**src/rtl/pls_rx.sv**
```systemverilog
// pls_rx: 10BASE-T PLS receiver - Manchester decode, carrier sense, end-of-frame and link integrity
// Ports:
//   clk_80mhz           sample clock (SPB samples per bit)
//   rst_ni              asynchronous reset, active low
//   rxd_in_p/rxd_in_n   asynchronous line receiver outputs
//   rxd_out/rxd_valid   decoded bit and its one-cycle strobe
//   rx_crs              carrier sense
//   rx_err              one-cycle error pulse (truncated frame or over-long link pulse)
//   link_ok             link integrity status
module pls_rx #(
    parameter int SPB          = 8,
    parameter int SYNC_BITS    = 4,
    parameter int ETD_SAMPLES  = 12,
    parameter int LP_MAX       = 16,
    parameter int LINK_PULSES  = 2,
    parameter int LINK_TIMEOUT = 8000000
) (
    input  logic clk_80mhz,
    input  logic rst_ni,
    input  logic rxd_in_p,
    input  logic rxd_in_n,
    output logic rxd_out,
    output logic rxd_valid,
    output logic rx_crs,
    output logic rx_err,
    output logic link_ok
);
    localparam int GW = $clog2(ETD_SAMPLES + 1);
    localparam int LW = $clog2(LP_MAX + 2);
    localparam int TW = $clog2(LINK_TIMEOUT + 1);
    localparam int EW = $clog2(SYNC_BITS + 1);
    localparam int PW = $clog2(LINK_PULSES + 1);

    typedef enum logic {IDLE, FRAME} state_t;

    state_t        state_q;
    logic [1:0]    p_sync_q, n_sync_q;
    logic          p_prev_q;
    logic [GW-1:0] gap_q;
    logic [EW-1:0] edge_cnt_q;
    logic [LW-1:0] lp_cnt_q;
    logic [TW-1:0] timer_q;
    logic [PW-1:0] pcnt_q;

    logic          p_s, n_s, p_edge, in_win, etd, mid, good, lp_end, lp_long, link_ev, tmo, reach;
    logic [GW-1:0] gap_d;

    assign p_s     = p_sync_q[1];
    assign n_s     = n_sync_q[1];
    assign p_edge  = p_s ^ p_prev_q;
    assign gap_d   = (gap_q == GW'(ETD_SAMPLES)) ? gap_q : gap_q + GW'(1);
    assign in_win  = (gap_q >= GW'(SPB / 2 + 1)) && (gap_q <= GW'(SPB + 3));
    // ETD takes priority over an edge arriving in the same sample
    assign etd     = (state_q == FRAME) && (gap_d == GW'(ETD_SAMPLES));
    // the first edge of a frame is always mid-bit: the preamble has no boundary edges
    assign mid     = (state_q == FRAME) && p_edge && !etd && ((edge_cnt_q == '0) || in_win);
    assign good    = etd && p_s;
    assign lp_end  = (state_q == IDLE) && !p_s && !n_s && (lp_cnt_q != '0) && (lp_cnt_q <= LW'(LP_MAX));
    assign lp_long = (state_q == IDLE) && !n_s && p_s && (lp_cnt_q == LW'(LP_MAX));
    assign link_ev = lp_end || good;
    assign tmo     = timer_q == TW'(LINK_TIMEOUT - 1);
    assign reach   = pcnt_q >= PW'(LINK_PULSES - 1);

    always_ff @(posedge clk_80mhz or negedge rst_ni) begin
        if (!rst_ni) begin
            state_q    <= IDLE;
            p_sync_q   <= '0;
            n_sync_q   <= '0;
            p_prev_q   <= 1'b0;
            gap_q      <= '0;
            edge_cnt_q <= '0;
            lp_cnt_q   <= '0;
            timer_q    <= '0;
            pcnt_q     <= '0;
            rxd_out    <= 1'b0;
            rxd_valid  <= 1'b0;
            rx_crs     <= 1'b0;
            rx_err     <= 1'b0;
            link_ok    <= 1'b0;
        end else begin
            p_sync_q   <= {p_sync_q[0], rxd_in_p};
            n_sync_q   <= {n_sync_q[0], rxd_in_n};
            p_prev_q   <= p_s;
            state_q    <= (state_q == IDLE) ? (n_s ? FRAME : IDLE) : (etd ? IDLE : FRAME);
            rx_crs     <= (state_q == IDLE) ? n_s : !etd;
            gap_q      <= (state_q == IDLE || mid) ? '0 : gap_d;
            edge_cnt_q <= (state_q == IDLE) ? '0 :
                          (mid && edge_cnt_q != EW'(SYNC_BITS)) ? edge_cnt_q + EW'(1) : edge_cnt_q;
            rxd_valid  <= mid && (edge_cnt_q == EW'(SYNC_BITS));
            rxd_out    <= mid ? p_s : rxd_out;
            rx_err     <= (etd && !p_s) || lp_long;
            // in a frame the counter is parked saturated so the ETD high after a frame earns no credit
            lp_cnt_q   <= (state_q == FRAME) ? LW'(LP_MAX + 1) :
                          !p_s ? '0 :
                          (lp_cnt_q == LW'(LP_MAX + 1)) ? lp_cnt_q : lp_cnt_q + LW'(1);
            timer_q    <= link_ev ? '0 : (timer_q == TW'(LINK_TIMEOUT)) ? timer_q : timer_q + TW'(1);
            pcnt_q     <= lp_end ? ((pcnt_q == PW'(LINK_PULSES)) ? pcnt_q : pcnt_q + PW'(1)) :
                          (tmo && !good) ? '0 : pcnt_q;
            link_ok    <= (good || (lp_end && reach)) ? 1'b1 : (tmo && !link_ev) ? 1'b0 : link_ok;
        end
    end
endmodule

```
**config.mk**
```make
export PLATFORM = sky130hd
export DESIGN_NAME = pls_rx
export DESIGN_NICKNAME = d
export VERILOG_FILES = /design/src/rtl/pls_rx.sv
export SDC_FILE = /design/constraint.sdc
export NUM_CORES = 1
export LEC_CHECK = 0
export ABC_CLOCK_PERIOD_IN_PS = 5980
export CAP_MARGIN = 25
export CORE_MARGIN = 5
export CORE_UTILIZATION = 46
export DETAILED_ROUTE_END_ITERATION = 8
export PLACE_DENSITY = 0.66
export SYNTH_ARGS = -nofsm -noshare
export SYNTH_HDL_FRONTEND = slang
export SYNTH_SLANG_ARGS = --single-unit
export TNS_END_PERCENT = 50
```
**constraint.sdc**
```tcl
create_clock -name clk_80mhz -period 5.98 [get_ports clk_80mhz]
set_clock_uncertainty 0.1 [all_clocks]
set_input_delay 1.196 -clock clk_80mhz [delete_from_list [all_inputs] [get_ports clk_80mhz]]
set_output_delay 1.196 -clock clk_80mhz [all_outputs]
set_load 0.02 [all_outputs]
```
==> Word level (Yosys, flattened, before mapping) <==
Index checks and enable logic that the tools add are counted.
{ "totals": {"elab_cells": 90, "out_inout_bits": 5, "reg_bits": 48, "input_bits": 4} }
{ "classes": {"n_eq_ne": 13, "order_cmp": 4, "reduce_logical": 34, "n_mux": 18, "n_bitwise": 2, "add_sub_neg": 5} }
{ "op_table": {"columns": ["op", "count"], "rows": [
  ["23-bit == test, second input constant", 2],
  ["23-bit two-way mux", 2],
  ["23-bit by 1-bit adder with 23-bit output, second input constant", 1],
  ["1-bit logical AND", 19],
  ["5-bit two-way mux", 3],
  ["5-bit == test, second input constant", 2],
  ["4-bit == test, second input constant", 2],
  ["4-bit two-way mux", 2],
  ["1-bit two-way mux", 6],
  ["2-bit two-way mux", 3],
  ["3-bit two-way mux", 2],
  ["3-bit inequality test, second input constant", 2],
  ["5-bit by 1-bit adder with 5-bit output, second input constant", 1],
  ["5-bit <= comparator, second input constant", 1],
  ["1-bit zero test", 5],
  ["1-bit logical OR", 5],
  ["5-bit nonzero test", 1],
  ["4-bit by 1-bit adder with 4-bit output, second input constant", 1],
  ["4-bit by 3-bit greater-or-equal comparator with 1-bit output, second input constant", 1],
  ["4-bit <= comparator, second input constant", 1],
  ["2-bit inequality test, second input constant", 2],
  ["2-bit nonzero test", 2],
  ["3-bit by 1-bit adder with 3-bit output, second input constant", 1],
  ["3-bit == test, second input constant", 1],
  ["8 further kinds", 8]
]} }

==> Longest topological paths before layout <==
{ "logic_depth": {"depth_word": 10, "mapped_depth": 8} }

==> Worst setup path after synthesis <==
Ideal clock, no wire load.
{ "synth_path": {"kind": "register to register", "from": "register gap_q[0]", "to": "register timer_q[0]", "t_arrival_ps": 1925, "stages_incl_launch_ff": 9, "synth_period_minus_slack_ps": 2143, "setup_time_ps": 119, "path_slack_ps": 3837, "path_cell_list": "dfrtp_1 > inv_1 > ha_1 > nor4b_1 > a211oi_1 > o31ai_4 > a31o_4 > buf_6 > nor2_1"} }
{ "synth_between": {"elab_chain_len": 7, "word_cells_on_any_way": 9} }
{ "synth_lines": {"columns": ["element", "line_no", "rtl"], "rows": [
  ["start: declaration", "39", "logic [GW-1:0] gap_q;"],
  ["start signal: assignment", "86", "gap_q <= (state_q == IDLE || mid) ? '0 : gap_d;"],
  ["4-bit by 1-bit adder with 4-bit output / 4-bit == test (equally long branches)", "51", "assign gap_d = (gap_q == GW'(ETD_SAMPLES)) ? gap_q : gap_q + GW'(1);"],
  ["4-bit two-way mux *", "51", null],
  ["4-bit == test *", "54", "assign etd = (state_q == FRAME) && (gap_d == GW'(ETD_SAMPLES));"],
  ["1-bit logical AND *", "54", null],
  ["1-bit logical AND *", "57", "assign good = etd && p_s;"],
  ["1-bit logical OR *", "60", "assign link_ev = lp_end || good;"],
  ["2-bit inequality test (no source line) / 23-bit two-way mux (equally long branches)", null, null],
  ["end signal: assignment", "96", "timer_q <= link_ev ? '0 : (timer_q == TW'(LINK_TIMEOUT)) ? timer_q : timer_q + TW'(1);"],
  ["end: declaration", "42", "logic [TW-1:0] timer_q;"]
]} }
Mark *: on every way between the ends. The rest lies on a longest branch, timed or not.
A chain may end at the register's enable or synchronous reset.

==> Worst setup path in the final report <==
{ "layout_path": {"from": "register rx_crs", "to": "output port rx_crs"} }
{ "layout_lines": {"columns": ["element", "line_no", "rtl"], "rows": [
  ["start: declaration", "24", "output logic rx_crs,"],
  ["start signal: assignment", "85", "rx_crs <= (state_q == IDLE) ? n_s : !etd;"]
]} }
No word-level cell between the ends.

==> impl_metrics.tcl <==
set metrics [dict create \
    p_switching_uw 369 \
    slew_viol_final 0 \
    crit_chain "clkdlybuf4s50_1" \
    clock_sinks 47 \
    final_cell_mix "dfrtp_1 (47), nor2_1 (40), nand2_1 (22)" \
    internal-power_uw 637 \
    ctsHoldBuffers 0 \
    power_frac_seq 0.463 \
    power_leakage_nw 1.22 \
    clk_pin_slew_ns 0.09 \
    post-cts-setup-buffer-count 0 \
    grt_overflow 0 \
    yosysUniqueCellTypes 42 \
    r2r-start "gap_q[0]$_DFF_PN0_" \
    grt_pass1_vias 1722 \
    antenna_cells 0 \
    synth_top_area_share 0.470 \
    area_growth_pct 9.71 \
    cts_tree "built" \
    core-area_um2 5200 \
    dieArea_um2 7010 \
    antenna_found_initial 0 \
    final_core_utilization 0.527 \
    ir_drop_mv 0.215 \
    clock_latency_ns 0.31 \
    first_pass_iters 4 \
    pwr-share-clk 0.214 \
    nets 281 \
    hold_viol_final 0 \
    arrival_ns 1.59 \
    cp_data_required_time_ns 4.68 \
    ys_ff_latch 47 \
    synthArstFlopShare 1.00 \
    setup_viol 0 \
    viasPerCell 5.19 \
    r2r_slack_ns 3.52 \
    rsz0062_at_grt "no" \
    synthFlopType "dfrtp_1" \
    vias 1743 \
    grt_max_degree 35 \
    grt_pass1_wl_um 7780 \
    setup.worst_path.class "register to output port" \
    ys_seq_area_frac 0.470 \
    ant_nets 0 \
    hold_path.class "register to register" \
    drtIter0Drc 68 \
    min_period_over_period 0.483 \
    setup_ws_ns 3.09 \
    critPathSlowestCell "clkdlybuf4s50_1" \
    cp-end-kind "output port" \
    yosys_warnings 0 \
    r2r_end "timer_q[18]$_DFFE_PN0P_" \
    synth_area_leader_cell "dfrtp_1" \
    synth.area.top_cells "dfrtp_1 (47%), ha_1 (6.0%), nor2_1 (6.0%), xor2_1 (5.3%), xnor2_1 (4.6%)" \
    grtUsageTotal 0.134 \
    cts.htree.levels 2 \
    finalCriticalPeriod_ns 2.89 \
    status "complete, no violations" \
    detailed_place_hpwl_um 2940 \
    reg2reg_depth 7 \
    fin_hold_ws_ns 0.253 \
    gp_congestion 0.783 \
    die_w_um 83.7 \
    io_buffers 8 \
    std_cell_rows 26 \
    slew_headroom 0.569 \
    clk_path_buf_depth 2 \
    synth-edff-count 0 \
    ios 9 \
    cpPeakStageDelay_ns 0.69 \
    tns_ns 0 \
    syn-cell-area_um2 2500 \
    post-place-ws_ns 3.43 \
    drcViolationCount 0 \
    worst_pin_slew_ns 0.642 \
    drt_wl_total_um 4240 \
    die_h_um 83.7 \
    switching_share 0.367 \
    combPwrFrac 0.324 \
    fmax_mhz 346 \
    start_kind "register" \
    hold_start "n_sync_q[0]$_DFF_PN0_" \
    start_util 0.480 \
    layout-drive-gt1-share 0.0602 \
    ctsResizeCount 0 \
    p_per_area_nw_per_um2 367 \
    clock-root-buffer "clkbuf_8" \
    cp_max_fo 14 \
    holdPathStages 0 \
    synth_fp_nets 271 \
    critPathTopFamily "buffers and inverters" \
    setup.worst_path.start "rx_crs$_DFF_PN0_" \
    synthCells 255 \
    min_to "n_sync_q[1]$_DFF_PN0_" \
    cts_buffers 5 \
    syn_avg_cell_area_um2 9.80 \
    maxCapViolations 0 \
    wl_per_cell_um 12.6 \
    crit_buf_inv 1 \
    final_common_cell "dfrtp_1" \
]
power groups by stage:
stage          clock network, mW  logic, mW  registers [mW]
2_1_floorplan                  0      0.256           0.457
3_3_place_gp                   0      0.317           0.469
3_5_place_dp                   0      0.329           0.472
4_1_cts                    0.220      0.331           0.466
5_1_grt                    0.235      0.373           0.479
6_report                   0.215      0.325           0.465
synth_stat cells, drive strengths merged, types with 3 or more instances:
cell,instances
a21oi,5
nor4b,4
buf,5
and3,6
inv,16
xnor2,13
dfrtp,47
nor2,40
nor3,7
xor2,15
nor4,4
nand3,17
mux2i,6
nand2b,3
nand2,22
ha,12
nand4,6
worst max path at each step:
stage	to	slack (ns)	cells past startpoint
floorplan	timer_q[0]$_DFFE_PN0P_	3.84	8
global placement	rx_crs	3.45	1
detailed placement	rx_crs	3.43	1
CTS	rx_crs	3.08	1
global route	rx_crs	3.01	1
finish	rx_crs	3.09	1
layout make-up:
cell class | instances | area, µm²
timing repair buffer | 9 | 95.1
tap | 70 | 87.6
clock buffer | 7 | 96.3
multi-input combinational | 186 | 1220
inverter | 16 | 60.1
sequential | 47 | 1180
clock inverter | 1 | 7.51
fill | 483 | 2460
metal layers:
layer	routed length (µm)	vias to the layer above	global-route usage	share of wire
met5	0	-	0	0
met4	44	0	0.0468	0.010
met3	148	5	0.0336	0.035
met2	1950	21	0.205	0.46
met1	2100	833	0.185	0.50
li1	-	884	-	-
registers in the layout (all words and copies together), names as in the netlist:
| signal | cells |
|---|---|
| p_sync_q | 2 |
| p_prev_q | 1 |
| rx_err | 1 |
| gap_q | 4 |
| rx_crs | 1 |
| rxd_out | 1 |
| pcnt_q | 2 |
| rxd_valid | 1 |
| lp_cnt_q | 5 |
| timer_q | 23 |
| n_sync_q | 2 |
| link_ok | 1 |
| edge_cnt_q | 3 |
through the flow:
step           area (µm²)  power, mW  instances
3_5_place_dp         2640      0.801        328
2_1_floorplan        2500      0.712        255
4_1_cts              2740       1.02        336
6_report             2740       1.01        336
3_3_place_gp         2620      0.785        327
5_1_grt              2740       1.09        336
logic make-up (layout without fill, tap and decap cells):
group | after synthesis | count (layout) | synth area share
AO/OA/AOI/OAI | 17 | 17 | 0.0556
XOR/XNOR | 28 | 28 | 0.0981
adder cells (fa/ha/maj) | 12 | 12 | 0.0601
buffers and inverters | 22 | 33 | 0.0415
flip-flops | 47 | 47 | 0.470
multiplexers | 7 | 7 | 0.0285
AND/OR/NAND/NOR | 122 | 122 | 0.246
Power figures use the tool's default switching activity.
